==> config.mk <==
export PLATFORM = sky130hd
export DESIGN_NAME = lift_motion_ctrl
export DESIGN_NICKNAME = d
export VERILOG_FILES = /design/src/rtl/lift_pkg.sv /design/src/rtl/lift_timer.sv /design/src/rtl/lift_motion_ctrl.sv
export SDC_FILE = /design/constraint.sdc
export NUM_CORES = 1
export LEC_CHECK = 0
export ABC_AREA = 1
export CAP_MARGIN = 20
export CORE_UTILIZATION = 50
export DETAILED_ROUTE_END_ITERATION = 16
export GPL_ROUTABILITY_DRIVEN = 1
export GPL_TIMING_DRIVEN = 0
export PLACE_DENSITY = 0.7
export SLEW_MARGIN = 10
export SYNTH_ARGS = -nofsm -noshare
export SYNTH_HDL_FRONTEND = slang
export SYNTH_SLANG_ARGS = --single-unit
==> constraint.sdc <==
create_clock -name clk -period 2.7 [get_ports clk]
set_input_delay 0.54 -clock clk [delete_from_list [all_inputs] [get_ports clk]]
set_output_delay 0.54 -clock clk [all_outputs]
set_load 0.005 [all_outputs]
==> src/rtl/lift_pkg.sv <==
// Shared lift definitions: command encodings, motion-controller states and floor width.
package lift_pkg;

  localparam int unsigned FLOOR_W = 2;
  localparam logic [FLOOR_W-1:0] TOP_FLOOR = '1;

  typedef enum logic [1:0] {
    CMD_UP   = 2'b00,
    CMD_DOWN = 2'b01,
    CMD_STAY = 2'b10,
    CMD_RSVD = 2'b11
  } lift_cmd_e;

  typedef enum logic [1:0] {
    ST_IDLE,
    ST_MOVE,
    ST_DOOR,
    ST_DONE
  } lift_state_e;

endpackage

==> src/rtl/lift_timer.sv <==
// 8-bit loadable down-counter; holds at zero and flags it. Shared by MOVE and DOOR phases.
module lift_timer (
  input  logic       clk,
  input  logic       rst,
  input  logic       i_load,
  input  logic [7:0] i_value,
  output logic       o_zero
);

  logic [7:0] r_count;

  always_ff @(posedge clk) begin
    if (rst) begin
      r_count <= '0;
    end else if (i_load) begin
      r_count <= i_value;
    end else if (r_count != '0) begin
      r_count <= r_count - 8'd1;
    end
  end

  assign o_zero = (r_count == '0);

endmodule

==> src/rtl/lift_motion_ctrl.sv <==
// Lift hoist/door sequencer: IDLE -> MOVE -> DOOR -> DONE with registered outputs.
// Optional door-obstruction reopen enabled by defining LIFT_DOOR_REOPEN_EN.
module lift_motion_ctrl
  import lift_pkg::*;
#(
  parameter int unsigned TRAVEL_CYCLES = 8,
  parameter int unsigned DOOR_CYCLES   = 4
) (
  input  logic               clk,
  input  logic               rst,
  input  logic               cmd_valid,
  input  logic [1:0]         cmd,
  output logic               cmd_ready,
  input  logic               door_reopen,
  output logic               motor_up,
  output logic               motor_dn,
  output logic               door_open,
  output logic [FLOOR_W-1:0] floor,
  output logic               arrive,
  output logic               fault
);

  // Timer counts down to zero, so a load of N-1 yields N cycles in the phase.
  localparam logic [7:0] TRAVEL_LD = 8'(TRAVEL_CYCLES - 1);
  localparam logic [7:0] DOOR_LD   = 8'(DOOR_CYCLES - 1);

  lift_state_e        r_state;
  logic               r_up;
  logic [FLOOR_W-1:0] r_floor;
  logic               r_motor_up;
  logic               r_motor_dn;
  logic               r_door_open;
  logic               r_arrive;
  logic               r_fault;
  logic               r_cmd_ready;

  lift_state_e        w_nxt_state;
  logic               w_nxt_up;
  logic [FLOOR_W-1:0] w_nxt_floor;
  logic               w_fault;
  logic               w_tmr_load;
  logic [7:0]         w_tmr_val;
  logic               w_tmr_zero;

  lift_timer u_timer (
    .clk     (clk),
    .rst     (rst),
    .i_load  (w_tmr_load),
    .i_value (w_tmr_val),
    .o_zero  (w_tmr_zero)
  );

`ifdef LIFT_DOOR_REOPEN_EN
  // Reopen cycle counts as the first of the fresh door interval, hence N-2.
  localparam logic [7:0] DOOR_RL = 8'(DOOR_CYCLES - 2);
`else
  logic w_unused_reopen;
  assign w_unused_reopen = door_reopen;
`endif

  always_comb begin
    w_nxt_state = r_state;
    w_nxt_up    = r_up;
    w_nxt_floor = r_floor;
    w_fault     = 1'b0;
    w_tmr_load  = 1'b0;
    w_tmr_val   = '0;
    case (r_state)
      ST_IDLE: begin
        if (cmd_valid) begin
          case (lift_cmd_e'(cmd))
            CMD_UP: begin
              if (r_floor != TOP_FLOOR) begin
                w_nxt_state = ST_MOVE;
                w_nxt_up    = 1'b1;
                w_tmr_load  = 1'b1;
                w_tmr_val   = TRAVEL_LD;
              end else begin
                w_nxt_state = ST_DONE;
                w_fault     = 1'b1;
              end
            end
            CMD_DOWN: begin
              if (r_floor != '0) begin
                w_nxt_state = ST_MOVE;
                w_nxt_up    = 1'b0;
                w_tmr_load  = 1'b1;
                w_tmr_val   = TRAVEL_LD;
              end else begin
                w_nxt_state = ST_DONE;
                w_fault     = 1'b1;
              end
            end
            CMD_STAY: begin
              w_nxt_state = ST_DOOR;
              w_tmr_load  = 1'b1;
              w_tmr_val   = DOOR_LD;
            end
            default: begin
              w_nxt_state = ST_DONE;
              w_fault     = 1'b1;
            end
          endcase
        end
      end
      ST_MOVE: begin
        if (w_tmr_zero) begin
          w_nxt_state = ST_DOOR;
          w_tmr_load  = 1'b1;
          w_tmr_val   = DOOR_LD;
          w_nxt_floor = r_up ? r_floor + FLOOR_W'(1) : r_floor - FLOOR_W'(1);
        end
      end
      ST_DOOR: begin
`ifdef LIFT_DOOR_REOPEN_EN
        if (door_reopen) begin
          w_tmr_load = 1'b1;
          w_tmr_val  = DOOR_RL;
        end else if (w_tmr_zero) begin
          w_nxt_state = ST_DONE;
        end
`else
        if (w_tmr_zero) begin
          w_nxt_state = ST_DONE;
        end
`endif
      end
      ST_DONE: begin
        w_nxt_state = ST_IDLE;
      end
      default: begin
        w_nxt_state = ST_IDLE;
      end
    endcase
  end

  always_ff @(posedge clk) begin
    if (rst) begin
      r_state     <= ST_IDLE;
      r_up        <= 1'b0;
      r_floor     <= '0;
      r_motor_up  <= 1'b0;
      r_motor_dn  <= 1'b0;
      r_door_open <= 1'b0;
      r_arrive    <= 1'b0;
      r_fault     <= 1'b0;
      r_cmd_ready <= 1'b1;
    end else begin
      r_state     <= w_nxt_state;
      r_up        <= w_nxt_up;
      r_floor     <= w_nxt_floor;
      r_motor_up  <= (w_nxt_state == ST_MOVE) && w_nxt_up;
      r_motor_dn  <= (w_nxt_state == ST_MOVE) && !w_nxt_up;
      r_door_open <= (w_nxt_state == ST_DOOR);
      r_arrive    <= (w_nxt_state == ST_DONE);
      r_fault     <= w_fault;
      r_cmd_ready <= (w_nxt_state == ST_IDLE);
    end
  end

  assign cmd_ready = r_cmd_ready;
  assign motor_up  = r_motor_up;
  assign motor_dn  = r_motor_dn;
  assign door_open = r_door_open;
  assign floor     = r_floor;
  assign arrive    = r_arrive;
  assign fault     = r_fault;

endmodule
==> impl.org, run 1 <==
** Synthesis
- Primary flip-flop cell chosen by synthesis mapping :: dfxtp_1
- Async set-or-reset flop fraction in the synthesized netlist :: 0
- The cell count after synthesis came out at 139.
- Netlist area before placement :: 986 um^2
- Flop and latch count out of synthesis :: 19
- The share of the Yosys chip area taken by registers is 0.386.
- Counting every net in the synthesized netlist gives 147.
- Yosys mapped a number of flops with a built-in enable equal to 0.
- Yosys printed 0 warnings.
- Counting distinct cell types in the post-synthesis netlist gives 23.
- Avg Cell Area, Syn :: 7.09 um^2

** Detailed routing
- In this run the remaining antenna-violating nets after routing total 0.
- Via-per-instance ratio :: 4.67
- Routed wirelength normalized by instance count :: 9.94 um
- The first routing iteration left 8 violations.
- For this run, design rule violations remaining after detail routing come to 0.
- The routed layout has 840 vias.
- Routed wire length :: 1.79 mm
- The first detailed-routing pass took 4 iterations.

** Clock tree
- The root buffer cell chosen for the clock tree is clkbuf_4.
- After clock tree synthesis, the repair step resized 0 gates.
- CTS saw 19 sinks.
- Clock tree from TritonCTS :: done
- H-tree lvl count :: 1
- At the later pin of the worst-skew pair, clock insertion delay measures 0.30 ns.
- After clock tree synthesis, the clock-pin slew on the worst setup and hold paths is 0.10 ns.
- Number of buffers inserted for hold repair after clock tree synthesis :: 0
- TritonCTS created 3 clock buffers.
- Clock tree buffer depth :: 2
- Once the clock tree was built, the setup fixing pass inserted 0 buffers.

** Critical path
- In this run the worst setup path begins at floor[1].
- The signal on the critical path passes through clkdlybuf4s50_1.
- The most critical setup path has its endpoint at floor[1].
- Data arrival, critical path :: 1.22 ns
- The worst register-to-register path has a setup slack of 1.28 ns.
- In this run the number of cells on the critical path is 1.
- Longest individual stage delay on the worst path :: 0.52 ns
- STA classifies the critical path endpoint as an output pin.
- The cell family contributing the most delay on the critical path is buffers and inverters.
- Critical Path RT :: 2.16 ns
- Cell with the largest stage delay on the worst path :: clkdlybuf4s50_1
- The number of buffers and inverters on the critical path is 1.
- In this run the critical register-to-register path is launched from u_timer.r_count[0].
- Category of the most critical setup path :: reg -> out
- CP startpoint kind :: flip-flop
- Along the worst path, the maximum fanout reaches 4.
- End of the worst register-to-register path :: u_timer.r_count[2]
- Depth of the worst register-to-register path :: 9

** GRT
- Total routing usage reported by global routing :: 0.187
- Wire length of the first global-routing pass :: 2.77 mm
- Met2 usage in global routing :: 0.339
- For this run the aggregate overflow at the end of global routing stands at 0.
- Number of global-route vias before repair :: 701
- Entering global routing, the biggest net connects 12 pins.
- Busiest grt layer :: met2
- Met3 usage in global routing :: 0.0353
- For met1 alone, demand over resource in global routing was 0.204.
- The initial antenna violation count came to 0.

** Floorplanning
- Horizontal extent of the die :: 46.4 um
- The die is 46.4 um tall.
- For this configuration, the core starts out at a cell density of 0.553.
- The floorplan step defined a die boundary enclosing 2150 um^2.
- Placement Rows :: 15
- I/O pin total :: 14
- Area inside the core boundary :: 1780 um^2

** Power and ir drop
- Fraction of power spent switching nets :: 0.447
- Switching Power :: 0.583 mW
- Of the total power, combinational logic draws 0.560.
- VDD IR-drop max :: 0.532 mV
- Fraction of power consumed by the clock network :: 0.110
- Cell internal power was estimated by the tool at 0.720 mW.
- Of the total power, registers draw 0.330.
- Pwr Density :: 1120 nW/um^2
- Summed over all cells, the static leakage comes to 0.564 nW.
- The design draws 1.30 mW.

** Timing
- FMAX :: 568 MHz
- The number of max-slew violations in the final report was 0.
- Setup repair after global routing missed its margin :: no
- The count of final hold-check violations came to 0.
- Final sum of negative setup slack :: 0 ns
- Setup violations, final :: 0
- Worst max-slew margin expressed relative to the limit :: 0.829
- Slew at the pin with the worst max-slew slack :: 0.254 ns
- Final cycle utilization of the critical path :: 0.652
- Fin Clk Skew :: 0.00128 ns
- The routed design could run at a clock period as short as 1.76 ns.
- Final setup margin :: 0.938 ns

** Job
- Across the run, the number of max-cap violations was 0.

** Final layout
- The number of antenna diodes in the final layout is 0.
- Post-synthesis to final-layout area growth :: 18.1%
- Final core utilization :: 0.653
- Leaving out fill and tap cells, the most frequent cell in the layout is nand2_1.
- Final nets :: 164
- The filler cells instantiated in the layout total 157.
- In the final layout, the share of cells above drive strength 1 is 0.148.
- Number of standard cells in the final layout excluding fillers :: 180
- Leaving out fill and tap cells, the most frequent cells in the layout are nand2_1, nor2_1, inv_1, dfxtp_1, clkdlybuf4s50_1.

** Placement
- OpenSTA, run right after detailed placement, puts the worst setup slack at 0.773 ns.
- Placed wire-length estimate :: 1.46 mm
- Gpl congestion :: 0.791
- Count of placed standard cells including taps :: 176
- Port buffering added 12 buffers.

** Run status
- Run status :: finished, final reports clean

** Hold path
- Worst min-delay path class :: reg -> reg
-- Yosys cell counts, types with 2 or more instances --
cell	count	area (um^2)
a21oi_1	6	30.0
nor2_2	6	37.5
nand2_2	3	18.8
nand2_4	3	33.8
nor2_1	22	82.6
nand3_1	4	20.0
dfxtp_1	19	380
o21ai_0	6	30.0
inv_1	19	71.3
ha_1	2	25.0
xor2_1	3	26.3
nand2_1	33	124
nand3b_1	2	15.0
inv_2	2	7.51
-- power by group through the flow --
| stage | Combinational (mW) | Sequential [mW] | Clock (mW) |
|---|---|---|---|
| 2_1_floorplan | 0.553 | 0.432 | 0 |
| 3_3_place_gp | 0.713 | 0.432 | 0 |
| 3_5_place_dp | 0.733 | 0.438 | 0 |
| 4_1_cts | 0.737 | 0.431 | 0.149 |
| 5_1_grt | 0.828 | 0.441 | 0.158 |
| 6_report | 0.729 | 0.430 | 0.143 |
-- sequential cells by signal, summed over array words and instances, names as in the netlist --
register	count
arrive	1
cmd_ready	1
door_open	1
fault	1
floor	2
motor_dn	1
motor_up	1
r_state	2
r_up	1
u_timer.r_count	8
-- metrics by stage --
stage                     hold slack [ns]  instance area [um^2]
after floorplan                     0.471                   986
after global placement              0.476                  1140
after detailed placement            0.488                  1140
after CTS                           0.504                  1160
after global routing                0.542                  1160
final                               0.499                  1160
-- worst min-delay path by stage --
| stage | startpoint | end | slack [ns] | depth (start not counted) |
|---|---|---|---|---|
| floorplan | u_timer.r_count[5] | u_timer.r_count[5] | 0.47 | 2 |
| global placement | floor[0] | floor[0] | 0.48 | 2 |
| detailed placement | floor[0] | floor[0] | 0.49 | 2 |
| CTS | floor[0] | floor[0] | 0.50 | 2 |
| global route | floor[0] | floor[0] | 0.54 | 2 |
| finish | floor[0] | floor[0] | 0.50 | 2 |
-- routing by layer --
layer / routed length (um) / share of wire / vias up
met5: 0 / 0 / -
met3: 37 / 0.021 / 2
met2: 925 / 0.52 / 7
li1: - / - / 466
met1: 805 / 0.45 / 365
met4: 21 / 0.012 / 0
-- kinds of logic after synthesis --
family                   synth area share
XOR/XNOR                           0.0267
adder cells (fa/ha/maj)            0.0254
AO/OA/AOI/OAI                      0.0825
buffers and inverters              0.0800
flip-flops                          0.386
AND/OR/NAND/NOR                     0.400
-- layout make-up --
class,count,area (um^2),share of cell area
timing repair buffer,12,120,0.103
clock inverter,1,5.00,0.00430
tap,25,31.3,0.0269
clock buffer,3,22.5,0.0193
multi-input combinational,99,527,0.452
inverter,21,78.8,0.0677
sequential,19,380,0.327
Power figures use the tool's default switching activity.
==> run 2, diff against run 1 <==
- CORE_UTILIZATION: 50 -> 47
- PLACE_DENSITY: 0.7 -> 0.69
- clock period: 2.7 -> 1.6 ns (I/O delays scaled with it)
==> run 2 against run 1 <==
  * Wire length is 2.3% lower
  * Hold slack lost 0.0022 ns
  * First-iteration DRC count is 50% higher
  * Sequential cell count is the same
  * Sequential power grew 68%
  * Count of clock-buffer cells in the layout increased by 1
  * Setup slack worse by 0.87 ns
  * Final cell count grew 1.1%
  * Utilization is 5.9 points lower
  * Critical path type unchanged
==> impl.org, run 2 (same netlist as run 1, synthesis figures left out) <==
** Detailed routing
- The met3 layer wire length in the routed design is 41 um (+11%).
- The detailed-route wire length is 1.75 mm (-2.3%).
- DRT iter0 DRCs :: 12 (+4)
- The total via count after detailed routing came to 848 (+0.95%).
- Routed wirelength normalized by instance count :: 9.60 um (-3.4%)
- Detailed-routed wire length on met2 :: 868 um (-6.2%)
- Remaining DRCs :: 0 (unchanged)
- Count of nets left with antenna violations after detail routing :: 0 (unchanged)
- Length of the first detailed-routing pass in iterations :: 4 (unchanged)
- Via-per-instance ratio :: 4.66 (-0.16%)
- Met1 routed wirelength after detailed routing :: 811 um (+0.75%)
- Highest routed layer :: met4

** Timing
- The relative max-transition margin came to 0.822 (-0.00717).
- The final-report setup violation count was 0 (unchanged).
- FMAX :: 651 MHz
- Fin crit period :: 1.54 ns
- Setup repair after global routing missed its margin :: no
- Fin Clk Skew :: 0.000980 ns (-0.000303 ns)
- Slew at the pin with the worst max-slew slack :: 0.264 ns (+0.0106 ns)
- Final-report max-slew violation count :: 0 (unchanged)
- The smallest setup slack after layout was 0.0638 ns (-0.875 ns).
- Final Hold Fails :: 0 (unchanged)
- Final cycle utilization of the critical path :: 0.960

** Critical path
- Depth of the worst register-to-register path :: 9 (unchanged)
- CP top delay family :: buffers and inverters
- The biggest cell delay along the critical path was 0.53 ns (about the same).
- The data required time at the worst endpoint was 1.28 ns (-0.88 ns).
- The logic depth of the worst setup path including buffers is 1 (unchanged).
- CP startpoint kind :: flip-flop
- CP endpoint kind :: output pin
- Number of buffer and inverter stages on the critical path :: 1 (unchanged)
- Category of the most critical setup path :: reg -> out
- Data arrival, critical path :: 1.22 ns (about the same)
- Biggest fanout along the worst timing path :: 4 (unchanged)
- Cell with the largest stage delay on the worst path :: clkdlybuf4s50_1
- Critical Path, Cell by Cell :: clkdlybuf4s50_1
- The setup slack of the worst register-to-register path was 0.18 ns (-1.10 ns).

** Power and ir drop
- Pwr Density :: 1880 nW/um^2 (+68%)
- VDD IR-drop max :: 0.913 mV (+72%)
- The static leakage is 0.561 nW (-0.48%).

** Final layout
- Number of diodes :: 0 (unchanged)
- Final nets :: 164 (unchanged)
- The area of all placed cells without fillers is 1170 um^2 (+0.11%).
- The fraction of layout instances using a drive strength above 1 was 0.142 (-0.00645).
- The flip-flop count of the largest register, all copies and words added was 8 (unchanged).
- Leaving out fill and tap cells, the most frequent cell in the layout is nand2_1.
- Post-synthesis to final-layout area growth :: 18.3%
- The number of fillers in the final layout was 209 (+33%).
- Leaving out fill and tap cells, the most frequent cells in the layout are nand2_1, nor2_1, inv_1, dfxtp_1, clkdlybuf4s50_1.
- Reg with most FFs :: u_timer.r_count

** Placement
- The worst slack at placement came to -0.127 ns (-0.899 ns).
- The weighted congestion reported at the end of routability-driven placement was 0.781 (-1.2%).
- Total placed instance area :: 1140 um^2 (+0.22%)
- The estimated wirelength of the detail-placed design is 1.43 mm (-1.6%).
- Quantity of I/O buffers inserted on ports :: 12 (unchanged)

** Clock tree
- Setup Buffers After CTS :: 0 (unchanged)
- The total number of clock tree sinks is 19 (unchanged).
- Cell at the root of the clock tree :: clkbuf_4
- The total CTS buffers is 3 (unchanged).
- The number of buffers on the longest clock path was 2 (unchanged).
- The clock insertion delay at the later pin of the skew report came to 0.29 ns (about the same).
- H-tree lvl count :: 1 (unchanged)
- TritonCTS built the clock tree.
- Number of buffers inserted for hold repair after clock tree synthesis :: 0 (unchanged)
- The clock transition time at the flip-flop clock pins of the worst setup and hold paths is 0.10 ns (about the same).
- The count of cells resized by post-cts repair was 0 (unchanged).

** GRT
- The pin count of the biggest net entering global routing came to 11 (-1).
- The number of global-route vias before repair is 753 (+7.4%).
- Antenna violations before repair :: 0 (unchanged)
- The wire length of the first global-routing pass came to 2.97 mm (+7.3%).
- The combined global-route utilization of all metal layers came to 0.185 (-0.00161).
- The leftover overflow at the end of global routing was 0 (unchanged).

** Hold path
- Number of cells on the worst hold path :: 2 (unchanged)
- The tightest min-delay check is of the reg -> reg type.

** Floorplanning
- Initial Utilization :: 0.503 (-0.0504)
- The core area is 1960 um^2 (+10%).
- The count of standard-cell rows came to 16 (+1).
- Horizontal extent of the die :: 47.8 um (+3.0%)
- The y dimension of the die came to 47.8 um (+3.0%).
- The I/O pin count was 14 (unchanged).
- The floorplan die area is 2280 um^2 (+6.1%).

** Run status
- The run finished with clean final reports.

** Job
- The count of max-cap constraint violations is 0 (unchanged).
## run 2: cell types whose count changed in the layout (fill, tap and decap cells not counted)
cell	delta
clkbuf_1	+1
clkinv_2	-1
## run 2: layout make-up
class	count	area [um^2]	area share
Clock buffer	4	26.3	0.0225
Timing Repair Buffer	12	120	0.103
Inverter	21	78.8	0.0676
Sequential cell	19	380	0.326
Multi-Input combinational cell	99	527	0.452
Tap cell	27	33.8	0.0290
## run 2: final timing paths
| path | start | endpoint |
|---|---|---|
| hold / removal | floor[0] | floor[0] |
| hold reg to reg | floor[0] | floor[0] |
| setup / recovery | floor[1] | floor[1] |
| setup reg to reg | u_timer.r_count[0] | u_timer.r_count[2] |
## run 2: metal layers
metal  global-route usage  up-vias
met5                    0        -
met4               0.0667        0
met3               0.0226        2
met2                0.327        8
met1                0.229      376
li1                     -      462
## run 2: per-stage QoR
| stage | TNS [ns] | power, mW | hold WS (ns) | instances | util |
|---|---|---|---|---|---|
| after floorplan | 0 | 1.66 | 0.389 | 139 | - |
| after global placement | -0.329 | 1.94 | 0.480 | 178 | 0.581 |
| after detailed placement | -0.549 | 1.97 | 0.488 | 178 | 0.581 |
| after CTS | 0 | 2.22 | 0.505 | 182 | 0.594 |
| after global routing | 0 | 2.42 | 0.540 | 182 | 0.594 |
| final | 0 | 2.19 | 0.497 | 182 | 0.594 |
## run 2: where the power goes
part	total, mW	internal, mW	switching, mW
logic	1.23	0.494	0.735
clock network	0.238	0.0971	0.141
registers	0.722	0.628	0.0935
total	2.19	1.22	0.969
